[src/rtl/ace_sysctl.sv]
// ace_sysctl - system sequencing controller for the Jupiter ACE top level.
//
// Produces the core reset from a power-on counter and the keyboard reset
// request (with a post-release stretch), and owns the scandoubler mode
// register. Mode-cycle requests from the keyboard are collected into a
// pending target and applied at vertical sync start; video is then forced
// black for BLANK_FRAMES vsync starts.
//
// Build option:
//   ACE_SYSCTL_VSYNC_ALIGN_EN  defined   -> mode change waits for vsync start
//                              undefined -> mode change on the edge after the
//                                           request is registered
//
// Ports:
//   clk                  in   6.5 MHz video clock (only clock)
//   rst_n                in   asynchronous active-low reset
//   kbd_reset_n          in   keyboard reset request, active-low, async
//   change_video_output  in   keyboard mode-cycle request, level, async
//   vsync_n              in   PAL vsync from core, active-low
//   core_reset_n         out  active-low core reset, registered
//   mode[1:0]            out  {disable_scaneffect, enable_scandoubling}
//   enable_scandoubling  out  mode[0]
//   disable_scaneffect   out  mode[1]
//   video_blank          out  force video black, registered

module ace_sysctl #(
    parameter int unsigned POR_CYCLES   = 16,
    parameter int unsigned RST_STRETCH  = 4096,
    parameter int unsigned BLANK_FRAMES = 2,
    parameter logic [1:0]  MODE_INIT    = 2'b11
) (
    input  logic       clk,
    input  logic       rst_n,
    input  logic       kbd_reset_n,
    input  logic       change_video_output,
    input  logic       vsync_n,
    output logic       core_reset_n,
    output logic [1:0] mode,
    output logic       enable_scandoubling,
    output logic       disable_scaneffect,
    output logic       video_blank
);

    localparam int POR_W = $clog2(POR_CYCLES + 1);
    localparam int STR_W = $clog2(RST_STRETCH + 1);
    localparam int BLK_W = $clog2(BLANK_FRAMES + 1);

    localparam logic [POR_W-1:0] POR_LAST = POR_W'(POR_CYCLES - 1);
    localparam logic [STR_W-1:0] STR_LOAD = STR_W'(RST_STRETCH);
    localparam logic [BLK_W-1:0] BLK_LOAD = BLK_W'(BLANK_FRAMES);

    // Synchronizer bit order: {vsync_n, change_video_output, kbd_reset_n}.
    // Idle levels are used as reset values so no spurious edge is seen.
    localparam logic [2:0] SYNC_INIT = 3'b101;

    typedef enum logic [1:0] {S_POR, S_RUN, S_KHOLD, S_KSTRETCH} state_t;

    logic [2:0]       meta_reg;
    logic [2:0]       sync_reg;
    logic [1:0]       prev_reg;       // {vsync, change_video_output} delayed
    logic             press;
    logic             vs_start;
    logic             kbd_sync;
    logic             apply;

    state_t           state_reg;
    logic [POR_W-1:0] por_cnt_reg;
    logic [STR_W-1:0] stretch_cnt_reg;
    logic             core_reset_n_reg;
    logic             video_blank_reg;

    logic             pending_reg, pending_next;
    logic [1:0]       target_reg, target_next;
    logic [1:0]       mode_reg, mode_next;
    logic [BLK_W-1:0] blank_reg, blank_next;

    function automatic logic [1:0] mode_step(input logic [1:0] m);
        logic [1:0] r;
        case (m)
            2'b11:   r = 2'b01;
            2'b01:   r = 2'b00;
            2'b00:   r = 2'b11;
            default: r = 2'b11;   // 10 is not a legal mode; recover to 11
        endcase
        return r;
    endfunction

    // Two-flop synchronizers plus one delay stage for edge detection.
    always_ff @(posedge clk or negedge rst_n) begin
        if (!rst_n) begin
            meta_reg <= SYNC_INIT;
            sync_reg <= SYNC_INIT;
            prev_reg <= SYNC_INIT[2:1];
        end else begin
            meta_reg <= {vsync_n, change_video_output, kbd_reset_n};
            sync_reg <= meta_reg;
            prev_reg <= sync_reg[2:1];
        end
    end

    assign kbd_sync = sync_reg[0];
    assign press    = sync_reg[1] & ~prev_reg[0];
    assign vs_start = ~sync_reg[2] & prev_reg[1];

`ifdef ACE_SYSCTL_VSYNC_ALIGN_EN
    // A press landing on the same edge as vsync start is folded into the apply.
    assign apply = vs_start & (pending_reg | press);
`else
    assign apply = pending_reg;
`endif

    always_comb begin
        pending_next = pending_reg;
        target_next  = target_reg;
        mode_next    = mode_reg;
        blank_next   = blank_reg;
        if (press) begin
            pending_next = 1'b1;
            target_next  = mode_step(pending_reg ? target_reg : mode_reg);
        end
        if (apply) begin
            mode_next    = target_next;
            pending_next = 1'b0;
            blank_next   = BLK_LOAD;
        end else if (vs_start && blank_reg != '0) begin
            blank_next = blank_reg - BLK_W'(1);
        end
    end

    always_ff @(posedge clk or negedge rst_n) begin
        if (!rst_n) begin
            pending_reg <= 1'b0;
            target_reg  <= MODE_INIT;
            mode_reg    <= MODE_INIT;
            blank_reg   <= '0;
        end else begin
            pending_reg <= pending_next;
            target_reg  <= target_next;
            mode_reg    <= mode_next;
            blank_reg   <= blank_next;
        end
    end

    // Reset sequencer. Outputs are registered from the next state so that
    // core_reset_n and video_blank change on the same edge as the transition.
    always_ff @(posedge clk or negedge rst_n) begin
        if (!rst_n) begin
            state_reg        <= S_POR;
            por_cnt_reg      <= '0;
            stretch_cnt_reg  <= '0;
            core_reset_n_reg <= 1'b0;
            video_blank_reg  <= 1'b1;
        end else begin
            core_reset_n_reg <= 1'b0;
            video_blank_reg  <= 1'b1;
            case (state_reg)
                S_POR: begin
                    if (por_cnt_reg == POR_LAST) begin
                        state_reg        <= S_RUN;
                        core_reset_n_reg <= 1'b1;
                        video_blank_reg  <= (blank_next != '0);
                    end else begin
                        por_cnt_reg <= por_cnt_reg + POR_W'(1);
                    end
                end
                S_RUN: begin
                    if (!kbd_sync) begin
                        state_reg <= S_KHOLD;
                    end else begin
                        core_reset_n_reg <= 1'b1;
                        video_blank_reg  <= (blank_next != '0);
                    end
                end
                S_KHOLD: begin
                    if (kbd_sync) begin
                        stretch_cnt_reg <= STR_LOAD;
                        state_reg       <= S_KSTRETCH;
                    end
                end
                S_KSTRETCH: begin
                    if (!kbd_sync) begin
                        state_reg <= S_KHOLD;   // stretch restarts on next release
                    end else if (stretch_cnt_reg == STR_W'(1)) begin
                        state_reg        <= S_RUN;
                        core_reset_n_reg <= 1'b1;
                        video_blank_reg  <= (blank_next != '0);
                    end else begin
                        stretch_cnt_reg <= stretch_cnt_reg - STR_W'(1);
                    end
                end
                default: state_reg <= S_POR;
            endcase
        end
    end

    assign core_reset_n        = core_reset_n_reg;
    assign mode                = mode_reg;
    assign enable_scandoubling = mode_reg[0];
    assign disable_scaneffect  = mode_reg[1];
    assign video_blank         = video_blank_reg;

endmodule
[config.mk]
export PLATFORM = sky130hd
export DESIGN_NAME = ace_sysctl
export DESIGN_NICKNAME = d
export VERILOG_FILES = /design/src/rtl/ace_sysctl.sv
export SDC_FILE = /design/constraint.sdc
export NUM_CORES = 1
export LEC_CHECK = 0
export ABC_CLOCK_PERIOD_IN_PS = 2300
export BUFFER_PORTS_ARGS = -buffer_cell sky130_fd_sc_hd__buf_2
export CORE_AREA = 2 2 66 68
export DETAILED_ROUTE_END_ITERATION = 10
export DIE_AREA = 0 0 68 70
export GPL_TIMING_DRIVEN = 0
export PLACE_DENSITY = 0.75
export SYNTH_ARGS = -nofsm -noshare
export SYNTH_HDL_FRONTEND = slang
export SYNTH_SLANG_ARGS = --single-unit
[constraint.sdc]
create_clock -name clk -period 2.3 [get_ports clk]
set_clock_uncertainty 0.1 [all_clocks]
set_input_delay 0.345 -clock clk [delete_from_list [all_inputs] [get_ports clk]]
set_output_delay 0.345 -clock clk [all_outputs]
set_load 0.02 [all_outputs]
==> impl_results.md, run 1 <==
- Final hold viol count: 0
- Core ar.: 4140 µm²
- Slew Viols, Final: 0
- Initial Util: 0.427
- Final instance area: 2030 µm²
- PD cells: 1110 nW/µm²
- Layer with the highest usage: met2
- Max reg flops: 13
- Hold_buf cts: 0
- TritonCTS clock tree: done
- Synth Flop Type: dfrtp_1
- Commonest non-fill, non-tap cell in the layout: dfrtp_1
- CTS clk-pin slew, worst paths: 0.08 ns
- Switching Share: 0.368
- Clk pwr share: 0.207
- Number of synthesized flops with an enable pin: 0
- First-pass GRT wire length: 5.43 mm
- Avg Cell Area, Syn: 11.0 µm²
- Min cycle time layout: 2.21 ns
- Multi-input logic area: 779 µm²
- Post-Place Cell Area: 1890 µm²
- H-tree levels: 2
- Share of the clock period used by the worst path: 0.961
- Residual DRC: 0
- Req. time, crit path: 2.39 ns
- Sw Pwr: 827 µW
- Sequential power share: 0.438
- Dpl ws: -0.121 ns
- Reg2Reg Depth: 4
- Vias in the first global route: 1239
- Crit Path Max Fanout: 7
- Synth unique cells: 50
- Clock Latency Late Sink: 0.30 ns
- M3 GR Usage: 0.0290
- Slew @ Worst Pin: 0.781 ns
- Fillers: 388
- First-pass iteration count of the detailed router: 4
- Clk sinks: 37
- Post-synthesis sequential area ratio: 0.530
- Rows: 24
- Post-Synthesis Cells: 161
- Setup_tns: 0 ns
- Most frequent cells in the layout: dfrtp_1 (26), nand2_1 (13), buf_2 (11), nor2_1 (10), dfstp_2 (10)
- Synthesized Nets: 171
- Drt wl/cell: 13.7 µm
- Root buf cell: clkbuf_8
- Synth Warn #: 0
- Antenna violations before repair: 0
- Die Ht: 70 µm
- Grt met1 use: 0.196
- Hpwl dp: 2.16 mm
- Reg area: 940 µm²
- Vias per inst: 5.53
- Synth Register Bits: 37
- RSZ-0062 raised after global routing: false
- Class of the worst hold path: in -> async
- Full die area: 4760 µm²
- Fmax: 0.453 GHz
- Mapped Area: 1770 µm²
- Critical path type: reg -> reg
- Maxcap violations: 0
- Fin util: 0.489
- Comb power frac: 0.355
- Number of port buffers: 10
- Final WS setup: 0.0907 ns
- Critical Path Source Type: flip-flop
- Final nets: 189
- Total wire length: 3.19 mm
- Ant diodes: 0
- GR Util met2: 0.234
- Vias: 1284
- Final setup viols: 0
- GRT Total Usage: 0.153
- I/O pins: 11
- Layout cell share with drive strength beyond 1: 0.300
- FFs w/ async S/R, synth: 1.00
- Status: finished clean
- Area grow syn2layout: 14.4%
- Tot Pwr: 2.25 mW
- Deepest clock path buffer count: 2
- Largest net degree at the start of global routing: 38
- Post-DRT Antenna Nets: 0
- Die W: 68 µm
- Pint: 1.42 mW
- TritonCTS buffer count: 5
- Leakage: 0.861 nW
- Grt ovf: 0
- Max-slew headroom: 0.479
- Worst setup EP type: flip-flop
- Crit path arrival time: 2.30 ns
- Initial DRC count: 69
- Placer Congestion: 0.837
- VDD IR-drop max: 312 µV
-- worst paths after layout --
| check | start | endpoint | slack (ns) |
|---|---|---|---|
| setup / recovery | stretch_cnt_reg[2] | stretch_cnt_reg[11] | 0.09 |
| hold / removal | rst_n | stretch_cnt_reg[10] | 0.02 |
| setup reg to reg | stretch_cnt_reg[2] | stretch_cnt_reg[11] | 0.09 |
| hold reg to reg | meta_reg[1] | sync_reg[1] | 0.25 |
| max in group asynchronous | rst_n | stretch_cnt_reg[0] | 1.53 |
| min in group clk | kbd_reset_n | meta_reg[0] | 0.04 |
-- stage by stage --
step / instances / hold WS [ns]
after floorplan: 161 / -0.0506
after CTS: 231 / 0.0271
after detailed placement: 223 / 0.238
final: 232 / 0.0164
after global routing: 232 / 0.0298
after global placement: 223 / 0.232
-- what timing repair did --
item,CTS,global route
setup buffers,0,1
pin swaps,0,0
endpoints found under the setup margin,4,5
gates resized for setup,3,7
-- area by class of cell --
type,count,share of cell area
inverter,9,0.0167
buffer,7,0.0296
sequential,37,0.464
multi-input combinational,108,0.385
clock inverter,3,0.0105
clock buffer,5,0.0340
timing repair buffer,11,0.0284
tap,52,0.0321
-- layer usage --
| layer | share of wire | up-vias | wire length [µm] |
|---|---|---|---|
| met5 | 0 | - | 0 |
| met4 | 0.027 | 0 | 87 |
| met3 | 0.020 | 7 | 63 |
| li1 | - | 627 | - |
| met1 | 0.46 | 634 | 1480 |
| met2 | 0.49 | 16 | 1560 |
-- cells in the mapped netlist, types with 2 or more instances --
cell | count | area [µm²]
or4_4 | 2 | 22.5
nand3_1 | 3 | 15.0
o21ai_0 | 7 | 35.0
inv_1 | 9 | 33.8
xnor2_1 | 3 | 26.3
a31oi_1 | 4 | 25.0
mux2_2 | 2 | 22.5
buf_6 | 2 | 22.5
nand2_1 | 13 | 48.8
nand2b_1 | 3 | 18.8
o311ai_0 | 3 | 26.3
nor4_1 | 2 | 12.5
buf_4 | 2 | 15.0
or2_2 | 2 | 12.5
nand4_1 | 2 | 12.5
nor2_1 | 10 | 37.5
and3_1 | 4 | 25.0
dfrtp_1 | 27 | 676
ha_1 | 5 | 62.6
a21oi_1 | 4 | 20.0
o311a_1 | 3 | 30.0
or3_1 | 2 | 12.5
nor3_1 | 6 | 30.0
mux2i_1 | 3 | 30.0
a221o_1 | 3 | 30.0
o22ai_1 | 2 | 12.5
dfstp_2 | 10 | 263
-- power by group through the flow --
| stage | Combinational, mW | Sequential, mW | Clock, mW |
|---|---|---|---|
| 3_5_place_dp | 0.725 | 0.972 | 0 |
| 6_report | 0.797 | 0.985 | 0.464 |
| 2_1_floorplan | 0.572 | 0.952 | 0 |
| 4_1_cts | 0.752 | 0.964 | 0.478 |
| 5_1_grt | 0.880 | 1.01 | 0.500 |
| 3_3_place_gp | 0.702 | 0.965 | 0 |
-- critical path, cell delays in order (launching register included) --
cell,delay [ns]
dfrtp_1,0.47
or4_4,0.55
a311o_1,0.42
o311a_1,0.31
a221o_1,0.26
-- kinds of logic (layout without fill, tap and decap cells) --
kind of cell | Yosys count | count (layout) | synth area share
DFF | 37 | 37 | 0.530
adders and majority gates | 5 | 5 | 0.0353
and+or+nand+nor | 59 | 59 | 0.187
muxes | 5 | 5 | 0.0297
xor gates and xnor gates | 4 | 4 | 0.0198
buffers and inverters | 16 | 35 | 0.0530
AOI/OAI and AO/OA | 35 | 35 | 0.145
Power figures use the tool's default switching activity.
==> run 2: changes to the inputs <==
Settings changed: CORE_AREA 2 2 66 68 to 2 2 70 72, DIE_AREA 0 0 68 70 to 0 0 72 74, PLACE_DENSITY 0.75 to 0.69.
==> impl_results.md, run 2 (same netlist as run 1, synthesis figures left out) <==
- Status: finished clean
- Fin util: 0.439 (-0.0499)
- Crit path arrival time: 2.32 ns (+0.02 ns)
- Setup_tns: 0 ns (unchanged)
- Total wire length: 3.08 mm (-3.3%)
- Post-Place Cell Area: 1890 µm² (+0.13%)
- Residual DRC: 0 (unchanged)
- Buf/Inv on CP: 1 (+1)
- Layout cell share with drive strength beyond 1: 0.290 (-0.0104)
- Post-DRT Antenna Nets: 0 (unchanged)
- Vias per inst: 5.31 (-4.1%)
- Slew Viols, Final: 0 (unchanged)
- Class of the worst hold path: in -> async
- TritonCTS clock tree: done
- Initial DRC count: 59 (-14%)
- Full die area: 5330 µm² (+12%)
- Max reg flops: 13 (unchanged)
- Fillers: 427 (+10%)
- Slowest CP cell: or4_4
- Dpl ws: -0.0520 ns (+0.0694 ns)
- Die Ht: 74 µm (+5.7%)
- Crit Path Max Fanout: 5 (-2)
- Min cycle time layout: 2.24 ns (+0.0268 ns)
- Share of the clock period used by the worst path: 0.972 (+0.0116)
- VDD IR-drop max: 327 µV (+4.5%)
- Multi-input logic area: 749 µm² (-3.9%)
- Die W: 72 µm (+5.9%)
- Commonest non-fill, non-tap cell in the layout: dfrtp_1
- Final hold viol count: 0 (unchanged)
- Fmax: 0.447 GHz (-1.2%)
- Worst setup EP type: flip-flop
- Critical path type: reg -> reg
- Clock Latency Late Sink: 0.29 ns (about the same)
- Core ar.: 4600 µm² (+11%)
- First-pass iteration count of the detailed router: 4 (unchanged)
- Rows: 25 (+4.2%)
- Most frequent cells in the layout: dfrtp_1 (26), nand2_1 (13), buf_2 (11), nor2_1 (10), dfstp_2 (10)
- Area grow syn2layout: 14.0%
- Final instance area: 2020 µm² (-0.37%)
- PD cells: 1090 nW/µm² (-1.5%)
- Slew @ Worst Pin: 0.788 ns (+0.00678 ns)
- CTS clk-pin slew, worst paths: 0.07 ns (about the same)
- Maxcap violations: 0 (unchanged)
- RSZ-0062 raised after global routing: false
- Worst path top cell family by delay: compound AO/OA/AOI/OAI gates
- Hpwl dp: 2.05 mm (-5.3%)
- TritonCTS buffer count: 5 (unchanged)
- Initial Util: 0.385 (-0.0422)
- Ant diodes: 0 (unchanged)
- CP peak stage delay: 0.54 ns (about the same)
- Final nets: 192 (+1.6%)
- Vias: 1258 (-2.0%)
- GRT Total Usage: 0.132 (-0.0212)
- Max-slew headroom: 0.475 (-0.00452)
- Antenna violations before repair: 0 (unchanged)
- Root buf cell: clkbuf_8
- First-pass GRT wire length: 5.29 mm (-2.7%)
- Clk sinks: 37 (unchanged)
- Leakage: 0.865 nW (+0.42%)
- Fin Hold WS: 0.0288 ns (+0.0125 ns)
- Vias in the first global route: 1194 (-3.6%)
- Hold_buf cts: 0 (unchanged)
- H-tree levels: 2 (unchanged)
- Drt wl/cell: 13.0 µm (-5.4%)
- I/O pins: 11 (unchanged)
- Cell breakdown of the critical path: buf_4 > or4_4 > a311o_1 > o311a_1 > a221o_1
- Number of port buffers: 10 (unchanged)
- Final WS setup: 0.0639 ns (-0.0268 ns)
- Reg area: 940 µm² (unchanged)
- Grt ovf: 0 (unchanged)
- Critical Path Source Type: flip-flop
- Placer Congestion: 0.850 (+1.5%)
- Req. time, crit path: 2.38 ns (about the same)
- Deepest clock path buffer count: 2 (unchanged)
- Final setup viols: 0 (unchanged)
- Largest net degree at the start of global routing: 38 (unchanged)
## run 2: cell types whose count changed in the layout (fill, tap and decap cells not counted), sizes merged
cell,change
clkbuf,+1
inv,-1
clkinvlp,+1
clkinv,-1
buf,+3
## run 2: repair_timing
action / 4_1_cts / 5_1_grt
pin swaps: 0 / 1
buffers inserted: 0 / 4
resized for setup: 2 / 3
endpoints found under the setup margin: 4 / 4
gates cloned: 0 / 0
## run 2: path summary, 6_finish.rpt
path                                     from                  end  slack [ns]  cells past startpoint
max                        stretch_cnt_reg[0]  stretch_cnt_reg[11]        0.06                      5
min                                     rst_n                apply        0.03                      1
max reg2reg                stretch_cnt_reg[0]  stretch_cnt_reg[11]        0.06                      5
min reg2reg                       meta_reg[1]          sync_reg[1]        0.25                      0
max in group asynchronous               rst_n   stretch_cnt_reg[0]        1.53                      1
min in group clk                      vsync_n          meta_reg[2]        0.05                      1
## run 2: worst register-to-register path, delay by kind of cell, from the launching register on
kind                   cells  cell delay (ns)
DFF                        1             0.43
buffers and inverters      1             0.15
and+or+nand+nor            1             0.54
AOI/OAI and AO/OA          3             0.92
## run 2: layout make-up
| cell class | instances | share of cell area |
|---|---|---|
| clock buffers | 6 | 0.0360 |
| plain buffers | 7 | 0.0298 |
| clock inverters | 2 | 0.00744 |
| well taps | 54 | 0.0335 |
| multi-input cells | 108 | 0.371 |
| flip-flops and latches | 37 | 0.466 |
| repair buffers | 14 | 0.0397 |
| inverters | 9 | 0.0167 |
## run 2: metal layers
layer	up-vias	GRT usage	share of wire
met5	-	0	0
met4	0	0.0860	0.021
met3	5	0.0420	0.032
met2	17	0.200	0.47
met1	602	0.164	0.48
li1	634	-	-
## run 2: where the power goes
group	leakage (nW)	total, mW	switching [mW]	internal [mW]
Combinational	0.403	0.791	0.393	0.398
Sequential	0.424	0.966	0.157	0.809
Clock	0.0374	0.448	0.235	0.213
## run 2: per-stage QoR
stage / instances / power [mW]
4_1_cts: 233 / 2.16
5_1_grt: 237 / 2.38
3_5_place_dp: 225 / 1.69
6_report: 237 / 2.20
3_3_place_gp: 225 / 1.67
2_1_floorplan: 161 / 1.52
